<file path="src/rtl/bg_mask_compositor.sv">
// Final stage of the background-removal pipe. Reads the RGB and mask line buffers in lockstep
// and outputs each pixel, or the background colour where the mask bit is 0, as a valid/ready stream.
module bg_mask_compositor #(
   parameter int DATA_WIDTH = 24,
   parameter int LINE_WIDTH = 640,
   parameter int CNT_W      = 16
) (
   input  logic                  i_CLK,
   input  logic                  i_RST,
   input  logic                  i_RGB_INTR,
   input  logic                  i_MASK_INTR,
   output logic                  o_RGB_READ,
   output logic                  o_MASK_READ,
   input  logic [DATA_WIDTH-1:0] i_RGB_DATA,
   input  logic                  i_MASK_DATA,
   input  logic [DATA_WIDTH-1:0] i_BG_COLOR,
   output logic [DATA_WIDTH-1:0] o_DATA,
   output logic                  o_VALID,
   input  logic                  i_READY,
   output logic                  o_LINE_DONE,
   output logic [CNT_W-1:0]      o_LINE_CNT
);

   localparam int RC_W = $clog2(LINE_WIDTH + 1);

   typedef enum logic [1:0] {IDLE, READ, DRAIN} state_t;

   state_t                state_q, state_d;
   logic [RC_W-1:0]       rdCnt_q, rdCnt_d;
   logic [CNT_W-1:0]      lineCnt_q, lineCnt_d;
   logic                  inflight_q;
   logic [DATA_WIDTH-1:0] fifoMem_q [2];
   logic                  wrPtr_q, rdPtr_q;
   logic [1:0]            fifoCnt_q;

   logic                  pop, push, issue, lastPop;
   logic [2:0]            occupancy;
   logic [DATA_WIDTH-1:0] composed;

   // Credit check counts the word still in flight so a returned word always finds a free slot.
   assign pop       = (fifoCnt_q != 2'd0) && i_READY;
   assign push      = inflight_q;
   assign occupancy = {1'b0, fifoCnt_q} + {2'b00, inflight_q} - {2'b00, pop};
   assign issue     = (state_q == READ) && (rdCnt_q < RC_W'(LINE_WIDTH)) && (occupancy < 3'd2);
   assign lastPop   = (state_q == DRAIN) && pop && (fifoCnt_q == 2'd1) && !inflight_q;
   assign composed  = i_MASK_DATA ? i_RGB_DATA : i_BG_COLOR;

   always_ff @(posedge i_CLK or posedge i_RST) begin
      if (i_RST) begin
         state_q   <= IDLE;
         rdCnt_q   <= '0;
         lineCnt_q <= '0;
      end else begin
         state_q   <= state_d;
         rdCnt_q   <= rdCnt_d;
         lineCnt_q <= lineCnt_d;
      end
   end

   always_comb begin
      state_d   = state_q;
      rdCnt_d   = rdCnt_q;
      lineCnt_d = lineCnt_q;
      case (state_q)
         IDLE: begin
            rdCnt_d = '0;
            if (i_RGB_INTR && i_MASK_INTR) begin
               state_d = READ;
            end
         end
         READ: begin
            if (issue) begin
               rdCnt_d = rdCnt_q + RC_W'(1);
               if (rdCnt_q == RC_W'(LINE_WIDTH - 1)) begin
                  state_d = DRAIN;
               end
            end
         end
         DRAIN: begin
            if (lastPop) begin
               state_d   = IDLE;
               lineCnt_d = lineCnt_q + CNT_W'(1);
            end
         end
         default: state_d = IDLE;
      endcase
   end

   always_comb begin
      o_RGB_READ  = issue;
      o_MASK_READ = issue;
      o_LINE_DONE = lastPop;
      o_LINE_CNT  = lineCnt_q;
   end

   // Two-entry output FIFO; the head is presented directly on the stream.
   always_ff @(posedge i_CLK or posedge i_RST) begin
      if (i_RST) begin
         inflight_q <= 1'b0;
         wrPtr_q    <= 1'b0;
         rdPtr_q    <= 1'b0;
         fifoCnt_q  <= 2'd0;
         for (int i = 0; i < 2; i++) begin
            fifoMem_q[i] <= '0;
         end
      end else begin
         inflight_q <= issue;
         if (push) begin
            fifoMem_q[wrPtr_q] <= composed;
            wrPtr_q            <= ~wrPtr_q;
         end
         if (pop) begin
            rdPtr_q <= ~rdPtr_q;
         end
         fifoCnt_q <= fifoCnt_q + {1'b0, push} - {1'b0, pop};
      end
   end

   assign o_DATA  = fifoMem_q[rdPtr_q];
   assign o_VALID = (fifoCnt_q != 2'd0);

endmodule
</file>
<file path="config.mk">
export PLATFORM = sky130hd
export DESIGN_NAME = bg_mask_compositor
export DESIGN_NICKNAME = d
export VERILOG_FILES = /design/src/rtl/bg_mask_compositor.sv
export SDC_FILE = /design/constraint.sdc
export NUM_CORES = 1
export LEC_CHECK = 0
export CAP_MARGIN = 30
export CELL_PAD_IN_SITES_DETAIL_PLACEMENT = 0
export CELL_PAD_IN_SITES_GLOBAL_PLACEMENT = 2
export CORE_ASPECT_RATIO = 0.5
export CORE_MARGIN = 2
export CORE_UTILIZATION = 42
export CTS_CLUSTER_SIZE = 12
export DETAILED_ROUTE_END_ITERATION = 12
export DONT_BUFFER_PORTS = 1
export GPL_ROUTABILITY_DRIVEN = 0
export PLACE_DENSITY_LB_ADDON = 0.1
export SLEW_MARGIN = 10
export SYNTH_ARGS = -nofsm -noshare
export SYNTH_HDL_FRONTEND = slang
export SYNTH_SLANG_ARGS = --single-unit
export TNS_END_PERCENT = 5
</file>
<file path="constraint.sdc">
create_clock -name i_CLK -period 5.3 [get_ports i_CLK]
set_input_delay 1.06 -clock i_CLK [delete_from_list [all_inputs] [get_ports i_CLK]]
set_output_delay 1.06 -clock i_CLK [all_outputs]
set_load 0.01 [all_outputs]
</file>
# Word-level counts from Yosys, hierarchy flattened

Cells that the tools add are included.

Logic and storage cells: 61
Input port bits: 54
Flip-flop bits (word level): 81
Output and inout port bits: 44

Reduce and logical (&&, ||, !) cells: 15
Bitwise logic cells: 4
Equal/unequal tests: 8
Add/sub/neg operators: 6
Order comparisons: 5
Muxes and demuxes: 14

Operators by type and width:

| operator                                                                     | number |
|---|---|
| 24-bit 2-to-1 mux                                                            | 5 |
| 48-bit bitwise mux                                                           | 1 |
| 24-bit demux with 1-bit select                                               | 1 |
| 10-bit case mux with 2 select lines                                          | 1 |
| 16-bit by 1-bit adder with 16-bit output, second input constant              | 1 |
| 10-bit by 1-bit adder with 10-bit output, second input constant              | 1 |
| 10-bit equality test, second input constant                                  | 1 |
| 10-bit less-than comparator, second input constant                           | 1 |
| 10-bit 2-to-1 mux                                                            | 1 |
| 1-bit logical AND                                                            | 8 |
| 2-bit 2-to-1 mux                                                             | 4 |
| 2-bit != test, second input constant                                         | 3 |
| 2-bit case mux with 3 select lines                                           | 1 |
| 2-bit by 1-bit equality test with 1-bit output, second input constant        | 2 |
| 2-bit greater-or-equal comparator, second input constant                     | 2 |
| 1-bit NOT with 2-bit output                                                  | 2 |
| 2-bit AND reduction                                                          | 2 |
| 4-bit AND reduction                                                          | 1 |
| 2-bit nonzero test                                                           | 2 |
| 2-bit by 1-bit adder with 3-bit output                                       | 1 |
| 3-bit by 2-bit less-than comparator with 1-bit output, second input constant | 1 |
| 3-bit by 1-bit subtractor with 3-bit output                                  | 1 |
| 2-bit by 1-bit adder with 2-bit output                                       | 1 |
| 2-bit equality test, second input constant                                   | 1 |
| other kinds (6)                                                              | 7 |

# Depth between registers and ports, before layout

Gate-level depths: netlist of the first run.

Depth after elaboration: 7
Mapped depth: 13
Mapped depth without buffers: 12

# Worst setup path before layout of the first run

Ideal clock, no wire load.

Path type: input-to-output
Start point: input i_READY
End point: output o_RGB_READ
Cell stages on the path: 10
Data arrival time: 3,142 ps
Required time: 4,240 ps
Buffers on the path: 2
Slack: 1,098 ps
Cells stage by stage: and2_1 ha_1 inv_1 ha_1 fa_1 nand2b_1 or4_1 buf_2 inv_1 buf_4

Longest elaborated chain between the ends: 4

RTL lines:

| item                                                  | line | text |
|---|---|---|
| start, declared                                       | 19   | `input logic i_READY,` |
| 1-bit logical AND                                     | 41   | `assign pop = (fifoCnt_q != 2'd0) && i_READY;` |
| 3-bit by 1-bit subtractor with 3-bit output           | 43   | `assign occupancy = {1'b0, fifoCnt_q} + {2'b00, inflight_q} - {2'b00, pop};` |
| net occupancy[1]                                      | 37   | `logic [2:0] occupancy;` |
| 3-bit by 2-bit less-than comparator with 1-bit output | 44   | `assign issue = (state_q == READ) && (rdCnt_q < RC_W'(LINE_WIDTH)) && (occupancy < 3'd2);` |
| 1-bit logical AND                                     | 44   |  |
| end, declared                                         | 12   | `output logic o_RGB_READ,` |

The timed path passes the listed nets, and every way through them passes these cells.

# Final worst setup path of the first run

Start point: input i_READY
End point: output o_MASK_READ

Longest elaborated chain between the ends: 4

RTL lines:

| item                                                  | line | text |
|---|---|---|
| 1-bit logical AND                                     | 41   |  |
| 3-bit by 1-bit subtractor with 3-bit output           | 43   |  |
| net occupancy[1]                                      | 37   |  |
| 3-bit by 2-bit less-than comparator with 1-bit output | 44   |  |
| 1-bit logical AND                                     | 44   |  |
| end, declared                                         | 13   | `output logic o_MASK_READ,` |

The timed path passes the listed nets, and every way through them passes these cells.

==> impl_metrics.json, run 1 <==
{
  "critPathMaxFanout": 16,
  "first_pass_iters": 4,
  "yosys_warnings": 0,
  "vdd_drop_max_mv": 0.2007,
  "fin_skew_ns": 0.004787,
  "hold_viol": 0,
  "min_to": "fifoMem_q[36]",
  "first_global_vias": 2501,
  "die_area_sq_mm": 0.009786,
  "ys_seq_elements": 81,
  "holdBufCountCts": 0,
  "core_area_sq_mm": 0.008708,
  "clk_path_buf_depth": 2,
  "fmax_mhz": 226.1,
  "grt_pass1_wl_um": 12340,
  "min_path_type": "flip-flop to flip-flop",
  "criticalPathCategory": "primary input to primary output",
  "min_period_over_period": 0.8343,
  "grt_max_degree": 49,
  "htreeDepth": 3,
  "p_leak_nw": 1.885,
  "critical_path_required_ns": 4.24,
  "maxSlewViolCount": 0,
  "syn_inst": 357,
  "drc": 0,
  "rrSetupSlack_ns": 1.80,
  "syn_area_sq_mm": 0.003766,
  "start_kind": "primary input",
  "drive_gt1_frac": 0.1264,
  "vias_per_cell": 5.304,
  "r2r_cells": 11,
  "tns_ns": 0,
  "cts_resized": 0,
  "drt-met1-wl_um": 3332,
  "design_area_sq_mm": 0.004180,
  "track_usage": 0.1675,
  "antenna_left": 0,
  "wl_um": 7591,
  "synth.distinct_cells": 33,
  "wire_per_inst_um": 16.05,
  "clock-root-buffer": "clkbuf_16",
  "place_area_sq_mm": 0.003884,
  "tightest_slew_ns": 0.7951,
  "clock_sinks": 81,
  "antenna_found_initial": 0,
  "insertion_delay_ns": 0.33,
  "grt-ovfl-total": 0,
  "maxCapViolCount": 0,
  "routed-wl-met3_um": 520,
  "layout.nets": 411,
  "ys_seq_area_frac": 0.5382,
  "std_cell_rows": 24,
  "setup_viol": 0,
  "numPortBuffers": 0,
  "met2WireLength_um": 3655,
  "rsz0062_at_grt": "no",
  "holdCritStartpoint": "fifoMem_q[36]",
  "syn_nets": 416,
  "cts_made_buffers": 9,
  "antenna_cells": 0,
  "relSlewSlack": 0.4658,
  "route.vias.total": 2509,
  "status": "complete, no violations",
  "boundaryPins": 98,
  "start_util": 0.4325,
  "critPathCaptureType": "primary output",
  "r2r-end": "rdCnt_q[6]",
  "dpl.hpwl_um": 5229,
  "crit_arrival_ns": 3.36,
  "drt_iter0_drc": 81,
  "avgSynthCellArea_sq_um": 10.55,
  "routed.top_layer": "met4",
  "clkTransAtPathRegs_ns": 0.05,
  "cts_tree": "built",
  "die_width_um": 137.9,
  "n_fill_cell": 806,
  "r2r-start": "fifoCnt_q[1]",
  "hold_depth": 2,
  "post-cts-setup-buffers": 0,
  "powerDensity_mw_per_mm2": 551.7,
  "die_h_um": 70.96,
  "area_delta_synth_final_pct": 11.00,
  "fin_crit_ns": 4.422
}
[cell usage after synthesis]
library cell | n | area, sq um
mux2i_1 | 26 | 260.3
nor2_1 | 29 | 108.9
dfrtp_1 | 81 | 2027
o21ai_0 | 27 | 135.1
mux2_2 | 25 | 281.5
o211ai_1 | 1 | 7.510
nand2b_1 | 4 | 25.02
nand4bb_1 | 1 | 11.26
o31ai_1 | 3 | 22.52
and3_1 | 1 | 6.260
o21a_1 | 1 | 7.510
buf_2 | 1 | 5.000
clkbuf_1 | 15 | 56.30
xor2_1 | 7 | 61.31
nand2_1 | 41 | 153.9
or4_1 | 5 | 37.54
a21o_1 | 1 | 7.510
inv_1 | 7 | 26.28
fa_1 | 1 | 20.02
nand3_1 | 10 | 50.05
nor4_1 | 1 | 6.260
and4_1 | 4 | 35.03
a41o_1 | 1 | 10.01
ha_1 | 4 | 50.05
buf_1 | 3 | 11.26
or3_1 | 1 | 6.260
buf_4 | 1 | 7.510
a21oi_1 | 29 | 145.1
xnor2_1 | 11 | 96.34
nor3_1 | 5 | 25.02
and2_1 | 3 | 18.77
nand4_1 | 6 | 37.54
or2_2 | 1 | 6.260
[layout by cell type (no fill, tap or decap), types with 6 or more instances in the layout]
| cell | count |
|---|---|
| nand4_1 | 6 |
| dfrtp_1 | 81 |
| o21ai_0 | 27 |
| nand3_1 | 10 |
| nand2_1 | 41 |
| clkbuf_16 | 9 |
| inv_1 | 6 |
| a21oi_1 | 29 |
| mux2i_1 | 26 |
| xor2_1 | 7 |
| mux2_2 | 25 |
| xnor2_1 | 11 |
| nor2_1 | 29 |
[flip-flops by register name, indices dropped and copies added, names as in the netlist]
name,flops
rdCnt_q,10
fifoMem_q,48
o_LINE_CNT,16
wrPtr_q,1
fifoCnt_q,2
state_q,2
rdPtr_q,1
inflight_q,1
[stage by stage]
stage               power (mW)  utilization  std cells  setup slack [ns]  hold slack, ns
CTS                      2.346       0.4800        473            0.8694          0.4780
floorplan                1.558            -        357             1.098          0.4460
global route             2.485       0.4800        473            0.7200          0.4989
global placement         1.655       0.4428        457            0.9022          0.4588
finish                   2.306       0.4800        473            0.8780          0.4714
detailed placement       1.719       0.4460        458            0.8840          0.4663
[power breakdown]
part	switching, mW	internal (mW)
clock network	0.226	0.386
registers	0.127	0.825
logic	0.431	0.310
[kinds of logic (layout without fill, tap and decap cells)]
group,count (synthesis),after routing,share of synthesized area
xor+xnor,18,18,0.04186
buf+inv,27,26,0.02824
mux,51,51,0.1439
simple gates,112,112,0.1402
flops,81,81,0.5382
compound gates,63,63,0.08904
fa+ha+maj,5,5,0.01861
[area by class of cell]
type                            instances  area, sq um  area share
Tap cell                              117        146.4     0.03502
Clock buffer                           12        256.5     0.06136
Clock inverter                          3        40.04    0.009578
Multi-Input combinational cell        249         1633      0.3906
Sequential cell                        81         2027      0.4849
Inverter                                7        27.53    0.006585
Timing Repair Buffer                    4        50.05     0.01197
[worst max path at each step]
| stage | from | endpoint | slack [ns] | cells after the start |
|---|---|---|---|---|
| floorplan | i_READY | o_RGB_READ | 1.10 | 10 |
| finish | i_READY | o_MASK_READ | 0.88 | 8 |
| detailed placement | i_READY | o_MASK_READ | 0.88 | 8 |
| global route | fifoCnt_q[1] | o_MASK_READ | 0.72 | 10 |
| CTS | i_READY | o_MASK_READ | 0.87 | 8 |
| global placement | i_READY | o_MASK_READ | 0.90 | 8 |
[metal layers]
metal  track usage  vias up
li1              -     1235
met1        0.2074     1198
met2        0.2767       67
met3       0.06523        9
met4       0.04422        0
met5             0        -
[worst max-delay path: stages]
cell and delay [ns]:
and2_1 0.14, ha_1 0.27, inv_1 0.04, ha_1 0.18, fa_1 0.45, nand2b_1 0.17, or4_1 0.73, inv_1 0.33
No activity file was read; power rests on OpenSTA's default activity.
==> run 2: changes to the inputs <==
CORE_UTILIZATION = 39   (was 42)
clock period = 4.57 ns   (was 5.3 ns; I/O delays follow)
==> impl_metrics.json, run 2 (synthesized netlist as in run 1, its figures left out) <==
{
  "antenna_left": 0,
  "dpl.hpwl_um": 5253,
  "criticalPathCategory": "flip-flop to primary output",
  "clk_path_buf_depth": 2,
  "fin_crit_ns": 3.921,
  "clock_sinks": 81,
  "maxSlewViolCount": 0,
  "boundaryPins": 98,
  "cp_slowest_cell": "or4_1",
  "die_area_sq_mm": 0.01051,
  "n_fill_cell": 886,
  "first_global_vias": 2466,
  "status": "complete, no violations",
  "grt_max_degree": 55,
  "track_usage": 0.1543,
  "layout.nets": 413,
  "fin_skew_ns": 0.002991,
  "antenna_cells": 0,
  "critPathCaptureType": "primary output",
  "cts_resized": 0,
  "final_util": 0.4514,
  "power_mw": 2.711,
  "place_area_sq_mm": 0.003914,
  "std_cell_rows": 25,
  "mostFrequentLayoutCells": "dfrtp_1, nand2_1, nor2_1, a21oi_1, o21ai_0",
  "crit_arrival_ns": 3.01,
  "layout_commonest_cell": "dfrtp_1",
  "cts_tree": "built",
  "htreeDepth": 3,
  "route.vias.total": 2567,
  "fmax_mhz": 255.0,
  "design_area_sq_mm": 0.004250,
  "cts_made_buffers": 9,
  "regMostFlops": "fifoMem_q",
  "min_path_type": "primary input to asynchronous set/reset pin",
  "largest_register_ffs": 48,
  "crit_chain": "inv_1 > nand2_1 > and2_1 > ha_1 > inv_1 > ha_1 > fa_1 > nand2b_1 > or4_1 > inv_1",
  "maxCapViolCount": 0,
  "core_area_sq_mm": 0.009415,
  "numPortBuffers": 0,
  "holdBufCountCts": 0,
  "area_delta_synth_final_pct": 12.86,
  "critical_path_required_ns": 3.66,
  "die_width_um": 143.0,
  "clkTransAtPathRegs_ns": 0.06,
  "vdd_drop_max_mv": 0.1971,
  "drive_gt1_frac": 0.1309,
  "grt_pass1_wl_um": 12350,
  "grt-ovfl-total": 0,
  "relSlewSlack": 0.4734,
  "start_util": 0.4000,
  "vias_per_cell": 5.196,
  "hold_viol": 0,
  "rsz0062_at_grt": "no",
  "powerDensity_mw_per_mm2": 637.9,
  "tightest_slew_ns": 0.7838,
  "die_h_um": 73.49,
  "critPathMaxFanout": 5,
  "antenna_found_initial": 0,
  "slowest_delay_ns": 0.49,
  "cpMostUsedCell": "inv_1",
  "drt_iter0_drc": 117,
  "wl_um": 7682,
  "first_pass_iters": 4,
  "setup_viol": 0,
  "clock-root-buffer": "clkbuf_16",
  "wire_per_inst_um": 15.55,
  "min_period_over_period": 0.8580,
  "holdWs_ns": 0.3488,
  "tns_ns": 0,
  "insertion_delay_ns": 0.33,
  "start_kind": "flip-flop",
  "post-cts-setup-buffers": 0,
  "p_leak_nw": 1.906,
  "drc": 0
}
==> run 2: worst max-delay path, delay by kind of cell, from the launching register on <==
kind,cells,cell delay [ns]
adder cells (fa/ha/maj),3,0.91
flip-flops,1,0.40
AND/OR/NAND/NOR,4,0.98
buffers and inverters,3,0.40
==> run 2: path summary, 6_finish.rpt <==
path | end | slack [ns] | cells past startpoint | start
setup / recovery | o_RGB_READ | 0.65 | 10 | fifoCnt_q[1]
max in group asynchronous | fifoMem_q[14] | 3.33 | 3 | i_RST
hold / removal | o_LINE_CNT[15] | 0.35 | 1 | i_RST
setup reg to reg | rdCnt_q[5] | 1.21 | 12 | fifoCnt_q[1]
min in group i_CLK | fifoMem_q[44] | 0.47 | 2 | fifoMem_q[44]
hold reg to reg | fifoMem_q[44] | 0.47 | 2 | fifoMem_q[44]
==> run 2: cell type report <==
cell class                 count  area [sq um]  area share
clock buffer                  14         274.0     0.06447
inverter                       7         27.53    0.006476
multi-input combinational    249          1633      0.3842
tap                          135         168.9     0.03974
sequential                    81          2027      0.4769
timing repair buffer           6         85.08     0.02002
clock inverter                 2         35.03    0.008243
==> run 2: per-layer routing <==
| metal | up-vias | routed length [um] | track usage |
|---|---|---|---|
| met5 | - | 0 | 0 |
| met4 | 0 | 70 | 0.03960 |
| met3 | 8 | 413 | 0.05737 |
| met2 | 73 | 3616 | 0.2515 |
| met1 | 1242 | 3581 | 0.1969 |
| li1 | 1244 | - | - |
==> run 2: stage by stage <==
stage / setup WS, ns / cells
after floorplan: 0.6595 / 357
after global placement: 0.7808 / 476
after detailed placement: 0.7179 / 477
after CTS: 0.5775 / 493
after global routing: 0.4709 / 494
final: 0.6492 / 494
==> run 2: report_power, final <==
| part | switching [mW] | total, mW | internal [mW] |
|---|---|---|---|
| Combinational | 0.508 | 0.880 | 0.372 |
| Sequential | 0.144 | 1.10 | 0.957 |
| Clock | 0.263 | 0.731 | 0.467 |
